File: src/rtl/vga_pkg.sv
`default_nettype none
// ============================================================================
// Module      : vga_pkg
// Description : Shared definitions for the frame-synchronous VGA mode
//               scheduler. Contains mode indices, the pending-request
//               encoding, the scheduler state encoding and the mode step
//               helper.
// Revision    : 1.0 - initial release
// ============================================================================
package vga_pkg;

    // Display mode indices; bit N of the one-hot mode bus selects mode N
    localparam int MODE_WHITE   = 0;
    localparam int MODE_BLACK   = 1;
    localparam int MODE_RED     = 2;
    localparam int MODE_GREEN   = 3;
    localparam int MODE_MONITOR = 4;
    localparam int MODE_CHAR    = 5;

    localparam int NUM_MODES_DEFAULT = 6;

    // Direction of a latched mode-change request
    typedef enum logic [1:0] {
        PEND_NONE = 2'd0,
        PEND_NEXT = 2'd1,
        PEND_PREV = 2'd2
    } pend_dir_t;

    // Scheduler states
    typedef enum logic [1:0] {
        ST_IDLE  = 2'd0,
        ST_PEND  = 2'd1,
        ST_APPLY = 2'd2
    } sched_state_t;

    // Step a mode index one place in the given direction, wrapping within n modes
    function automatic logic [2:0] mode_step(input logic [2:0] idx,
                                             input pend_dir_t  dir,
                                             input int unsigned n);
        logic [2:0] last;
        last      = 3'(n - 1);
        mode_step = idx;
        if (dir == PEND_NEXT) begin
            mode_step = (idx == last) ? 3'd0 : idx + 3'd1;
        end else if (dir == PEND_PREV) begin
            mode_step = (idx == 3'd0) ? last : idx - 3'd1;
        end
    endfunction

endpackage
`default_nettype wire

File: src/rtl/vga_frame_tick.sv
`default_nettype none
// ============================================================================
// Module      : vga_frame_tick
// Description : Vertical-sync assertion-edge detector. Produces a one-cycle
//               registered frame_tick on the cycle after the clock edge that
//               first samples vsync at its active level.
// Revision    : 1.0 - initial release
// ============================================================================
module vga_frame_tick #(
    parameter logic VSYNC_ACT = 1'b0
) (
    input  logic clk,
    input  logic rst,
    input  logic vsync,
    output logic frame_tick
);

    logic r_vs_q;
    logic r_tick;

    // Register vsync and flag its transition into the active level
    always_ff @(posedge clk or posedge rst) begin
        if (rst) begin
            r_vs_q <= ~VSYNC_ACT;
            r_tick <= 1'b0;
        end else begin
            r_vs_q <= vsync;
            r_tick <= (vsync == VSYNC_ACT) && (r_vs_q != VSYNC_ACT);
        end
    end

    assign frame_tick = r_tick;

endmodule
`default_nettype wire

File: src/rtl/vga_mode_sched.sv
`default_nettype none
// ============================================================================
// Module      : vga_mode_sched
// Description : Frame-synchronous display-mode scheduler. Latches next/prev
//               key requests and applies them only at a vertical-sync
//               boundary, driving a one-hot mode bus for the pixel generator.
//               Optional auto-cycle is enabled by defining the macro
//               VGA_MODE_AUTO_CYCLE_EN.
// Revision    : 1.0 - initial release
// ============================================================================
module vga_mode_sched
    import vga_pkg::*;
#(
    parameter int   NUM_MODES   = NUM_MODES_DEFAULT,
    parameter logic VSYNC_ACT   = 1'b0,
    parameter int   AUTO_FRAMES = 120
) (
    input  logic                 clk,
    input  logic                 rst,
    input  logic                 vsync,
    input  logic                 key_next,
    input  logic                 key_prev,
    input  logic                 key_auto,
    output logic [NUM_MODES-1:0] vga_state,
    output logic [2:0]           mode_idx,
    output logic                 switch_pulse,
    output logic                 auto_active
);

    logic         w_tick;
    sched_state_t r_state, w_state_nxt;
    pend_dir_t    r_pend, w_pend_nxt;
    pend_dir_t    r_apply_dir, w_apply_dir_nxt;
    pend_dir_t    w_key_req;
    logic [2:0]   r_mode;
    logic         r_switch;
    logic         w_auto_fire;

    vga_frame_tick #(
        .VSYNC_ACT (VSYNC_ACT)
    ) u_frame_tick (
        .clk        (clk),
        .rst        (rst),
        .vsync      (vsync),
        .frame_tick (w_tick)
    );

    // Decode keys into a request; simultaneous next+prev cancel out
    always_comb begin
        w_key_req = PEND_NONE;
        if (key_next && !key_prev) begin
            w_key_req = PEND_NEXT;
        end else if (key_prev && !key_next) begin
            w_key_req = PEND_PREV;
        end
    end

`ifdef VGA_MODE_AUTO_CYCLE_EN
    logic        r_auto;
    logic [15:0] r_frame_cnt;
    logic        w_cnt_last;

    assign w_cnt_last  = (r_frame_cnt == 16'(AUTO_FRAMES - 1));
    // Auto advance only fires when no manual request is held or arriving
    assign w_auto_fire = r_auto && w_tick && w_cnt_last &&
                         (r_state == ST_IDLE) && (w_key_req == PEND_NONE);

    // Toggle auto-cycle enable on each key_auto pulse
    always_ff @(posedge clk or posedge rst) begin
        if (rst) begin
            r_auto <= 1'b0;
        end else if (key_auto) begin
            r_auto <= ~r_auto;
        end
    end

    // Count frames while auto is on; any apply restarts the count
    always_ff @(posedge clk or posedge rst) begin
        if (rst) begin
            r_frame_cnt <= 16'd0;
        end else if (!r_auto || (r_state == ST_APPLY)) begin
            r_frame_cnt <= 16'd0;
        end else if (w_tick) begin
            r_frame_cnt <= w_cnt_last ? 16'd0 : r_frame_cnt + 16'd1;
        end
    end

    assign auto_active = r_auto;
`else
    logic w_unused_cfg;

    assign w_unused_cfg = key_auto | (AUTO_FRAMES == 0);
    assign w_auto_fire  = 1'b0;
    assign auto_active  = 1'b0;
`endif

    // Scheduler state, held request and direction being applied
    always_ff @(posedge clk or posedge rst) begin
        if (rst) begin
            r_state     <= ST_IDLE;
            r_pend      <= PEND_NONE;
            r_apply_dir <= PEND_NONE;
        end else begin
            r_state     <= w_state_nxt;
            r_pend      <= w_pend_nxt;
            r_apply_dir <= w_apply_dir_nxt;
        end
    end

    // Next-state logic; a request seen together with a tick waits a frame
    always_comb begin
        w_state_nxt     = r_state;
        w_pend_nxt      = r_pend;
        w_apply_dir_nxt = r_apply_dir;
        case (r_state)
            ST_IDLE: begin
                if (w_key_req != PEND_NONE) begin
                    w_pend_nxt  = w_key_req;
                    w_state_nxt = ST_PEND;
                end else if (w_auto_fire) begin
                    w_apply_dir_nxt = PEND_NEXT;
                    w_state_nxt     = ST_APPLY;
                end
            end
            ST_PEND: begin
                if (w_tick) begin
                    w_apply_dir_nxt = r_pend;
                    w_pend_nxt      = w_key_req;
                    w_state_nxt     = ST_APPLY;
                end else if (w_key_req != PEND_NONE) begin
                    w_pend_nxt = w_key_req;
                end
            end
            ST_APPLY: begin
                if (w_key_req != PEND_NONE) begin
                    w_pend_nxt = w_key_req;
                end
                w_state_nxt = (w_pend_nxt != PEND_NONE) ? ST_PEND : ST_IDLE;
            end
            default: begin
                w_state_nxt = ST_IDLE;
                w_pend_nxt  = PEND_NONE;
            end
        endcase
    end

    // Update the visible mode at the end of the apply cycle
    always_ff @(posedge clk or posedge rst) begin
        if (rst) begin
            r_mode   <= 3'(MODE_WHITE);
            r_switch <= 1'b0;
        end else begin
            r_switch <= (r_state == ST_APPLY);
            if (r_state == ST_APPLY) begin
                r_mode <= mode_step(r_mode, r_apply_dir, NUM_MODES);
            end
        end
    end

    assign mode_idx     = r_mode;
    assign vga_state    = {{(NUM_MODES-1){1'b0}}, 1'b1} << r_mode;
    assign switch_pulse = r_switch;

endmodule
`default_nettype wire

File: config.mk
export PLATFORM = sky130hd
export DESIGN_NAME = vga_mode_sched
export DESIGN_NICKNAME = d
export VERILOG_FILES = /design/src/rtl/vga_pkg.sv /design/src/rtl/vga_frame_tick.sv /design/src/rtl/vga_mode_sched.sv
export SDC_FILE = /design/constraint.sdc
export NUM_CORES = 1
export LEC_CHECK = 0
export ABC_AREA = 1
export CAP_MARGIN = 5
export CELL_PAD_IN_SITES_DETAIL_PLACEMENT = 1
export CELL_PAD_IN_SITES_GLOBAL_PLACEMENT = 2
export CORE_AREA = 2 2 61 49
export DETAILED_ROUTE_END_ITERATION = 8
export DIE_AREA = 0 0 63 51
export GPL_TIMING_DRIVEN = 0
export HOLD_SLACK_MARGIN = 0.15
export PLACE_DENSITY = 0.85
export SYNTH_ARGS = -nofsm -noshare
export SYNTH_HDL_FRONTEND = slang
export SYNTH_SLANG_ARGS = --single-unit
File: constraint.sdc
create_clock -name clk -period 1.3 [get_ports clk]
set_input_delay 0.26 -clock clk [delete_from_list [all_inputs] [get_ports clk]]
set_output_delay 0.26 -clock clk [all_outputs]
set_load 0.01 [all_outputs]
==> flow_metrics.tcl <==
set metrics [dict create \
    drtIter0Drc 13 \
    firstDrtPassIters 2 \
    leakagePower_nw 0.596 \
    sw_frac_of_total_pct 39.1 \
    critPathKind "reg -> out" \
    hold_class "in -> async" \
    die_h_um 51 \
    critPathRequiredTime_ns 1.04 \
    initial_utilization_pct 24.2 \
    status "finished with violations" \
    fin_crit_ns 1.46 \
    rr_endpoint "mode_idx[2]" \
    synth_compound_area_share_pct 8.41 \
    cts_root_buf "clkbuf_4" \
    fmax_ghz 0.686 \
    synthAdderAreaFrac_pct 7.65 \
    track_usage_pct 11.3 \
    slew_viol_final 0 \
    core_sq_um 2700 \
    cts_tree "done" \
    drc 0 \
    setup_viol 8 \
    antenna_found_initial 0 \
    grt_start_max_net_pins 13 \
    antennaDiodeCount 0 \
    fin_nets 131 \
    clkTransAtPathRegs_ns 0.08 \
    hold_viol_final 0 \
    ff_latch_area_sq_um 304 \
    cp.arrival_ns 1.20 \
    powerDensity_nw_per_um2 2160 \
    synth-simple-area-share_pct 22.2 \
    power_mw 2.40 \
    viasPerCell 4.04 \
    ir_drop_uv 836 \
    holdWs_ns 0.288 \
    netlist_area_sq_um 654 \
    seq_area_frac_synth_pct 46.1 \
    post-place-ws_ns -0.436 \
    synthesis.nets 94 \
    violations "setup timing" \
    die_w_um 63 \
    ys_ff_latch 12 \
    clock-skew-final_ns 0.00493 \
    fin_cells 158 \
    globalRouteOverflowTotal 0 \
    dpl.hpwl_um 1120 \
    r2r_start "mode_idx[0]" \
    yosysWarnings 0 \
    drive_gt1_share_pct 51.7 \
    synth_xor_area_share_pct 1.34 \
    synth_top_family_by_area "simple AND/OR/NAND/NOR gates" \
    cp_max_fo 3 \
    final_cell_mix "nand2_1 (13), buf_4 (13), inv_1 (12), buf_6 (11)" \
    fill_cells 328 \
    vias 639 \
    rsz0062_at_grt "yes" \
    clock_sinks 12 \
    synth_cell_types 18 \
    fin_util_pct 41.0 \
    grt_pass1_vias 659 \
    muxShareOfSynthArea_pct 0 \
    period_share_pct 112 \
    rows 17 \
    synthCells 84 \
    multi_input_comb_area_sq_um 342 \
    die-area_sq_um 3210 \
    grt_pass1_wl_um 2840 \
    ant_nets 0 \
    synth_area_leaders "dfrtp_1 (42%), inv_1 (11%), nand2_1 (10%), ha_1 (7.6%), dfstp_2 (4.0%)" \
    drt-wirelength-per-cell_um 10.5 \
    p_int_mw 1.46 \
    port_buffers 14 \
    maxCapViolCount 0 \
    avgSynthCellArea_sq_um 7.79 \
    p_clk_share_pct 12.5 \
    p_seq_share_pct 25.2 \
    place_inst 136 \
    worst_setup_path_start_kind "flip-flop" \
    synth.largest_area_cell "dfrtp_1" \
    cts-buffers-inserted 3 \
    yosysTopAreaCellShare_pct 42.1 \
    reg2reg_depth 9 \
    ios 17 \
    worstSkewPairLatency_ns 0.27 \
    switchingPower_uw 937 \
    routabilityCongestion 0.713 \
    areaGrowthSynthToFinish_pct 69.2 \
    r2r_setup_slack_ns -0.07 \
    clockBufferDepth 2 \
    combPwrFrac_pct 62.3 \
    worst_slack_ns -0.157 \
    htree_num_levels 1 \
    wirelength_um 1650 \
    end_kind "primary output" \
]
[through the flow]
| step | instance area, sq um | setup TNS, ns |
|---|---|---|
| floorplan | 654 | 0 |
| finish | 1110 | -0.816 |
| global route | 1110 | -1.37 |
| CTS | 1020 | -0.868 |
| global placement | 842 | -2.24 |
| detailed placement | 842 | -2.56 |
[how the worst max path moves through the flow]
stage	start	endpoint	slack, ns	cells past startpoint
floorplan	mode_idx[1]	mode_idx[2]	0.12	6
global route	mode_idx[0]	vga_state[0]	-0.23	5
detailed placement	key_next	r_state[0]	-0.44	7
finish	mode_idx[1]	vga_state[3]	-0.16	5
CTS	mode_idx[1]	vga_state[0]	-0.16	5
global placement	key_next	r_state[0]	-0.39	7
[flip-flops by register name (all words and copies together) (netlist names)]
name and flops:
u_frame_tick.r_vs_q 1, mode_idx 3, switch_pulse 1, r_pend 2, u_frame_tick.frame_tick 1, r_state 2
r_apply_dir 2
[worst max-delay path: stages, from the launching register on]
cell and delay (ns):
dfrtp_2 0.42, buf_6 0.13, nand2_4 0.06, inv_2 0.04
ha_4 0.15, buf_6 0.11
[cells by family after synthesis]
logic type,count (synthesis)
simple gates,32
buf+inv,23
flops,12
compound gates,11
fa+ha+maj,4
xor+xnor,1
other cells,1
[synthesized netlist by cell type]
library cell  count
conb_1            1
nor2_2            1
buf_4             1
xor2_1            1
o21ai_0           5
dfrtp_1          11
a21oi_1           4
ha_1              4
nand3_1           5
nor2_1            4
nand2_1          18
o21ai_1           2
nand2_2           2
inv_2             3
inv_1            19
dfstp_2           1
nor2_4            1
nand3b_1          1
[layer usage]
layer	track usage, %	vias up	routed length [um]
met5	0	-	0
met4	2.22	0	0
met3	5.51	0	117
met2	22.3	16	897
met1	10.7	301	640
li1	-	322	-
[power by group through the flow]
stage	Clock, mW	Sequential, mW	Combinational, mW
after detailed placement	0	0.624	0.832
after CTS	0.314	0.607	1.21
after global routing	0.337	0.614	1.64
final	0.299	0.603	1.49
after floorplan	0	0.618	0.462
after global placement	0	0.616	0.801
[timing repair]
| action | in CTS | in global routing |
|---|---|---|
| setup endpoints to repair | 13 | 10 |
| pin swaps | 4 | 5 |
| resized for setup | 62 | 16 |
| buffers inserted | 14 | 4 |
| hold buffers | 0 | 0 |
[area by class of cell]
class | count | share of cell area (%)
clock buffer | 4 | 3.28
timing repair buffer | 32 | 25.8
multi-input combinational | 49 | 30.8
tap | 38 | 4.29
inverter | 22 | 7.68
buffer | 1 | 0.678
sequential | 12 | 27.5
No activity file was read; power rests on OpenSTA's default activity.
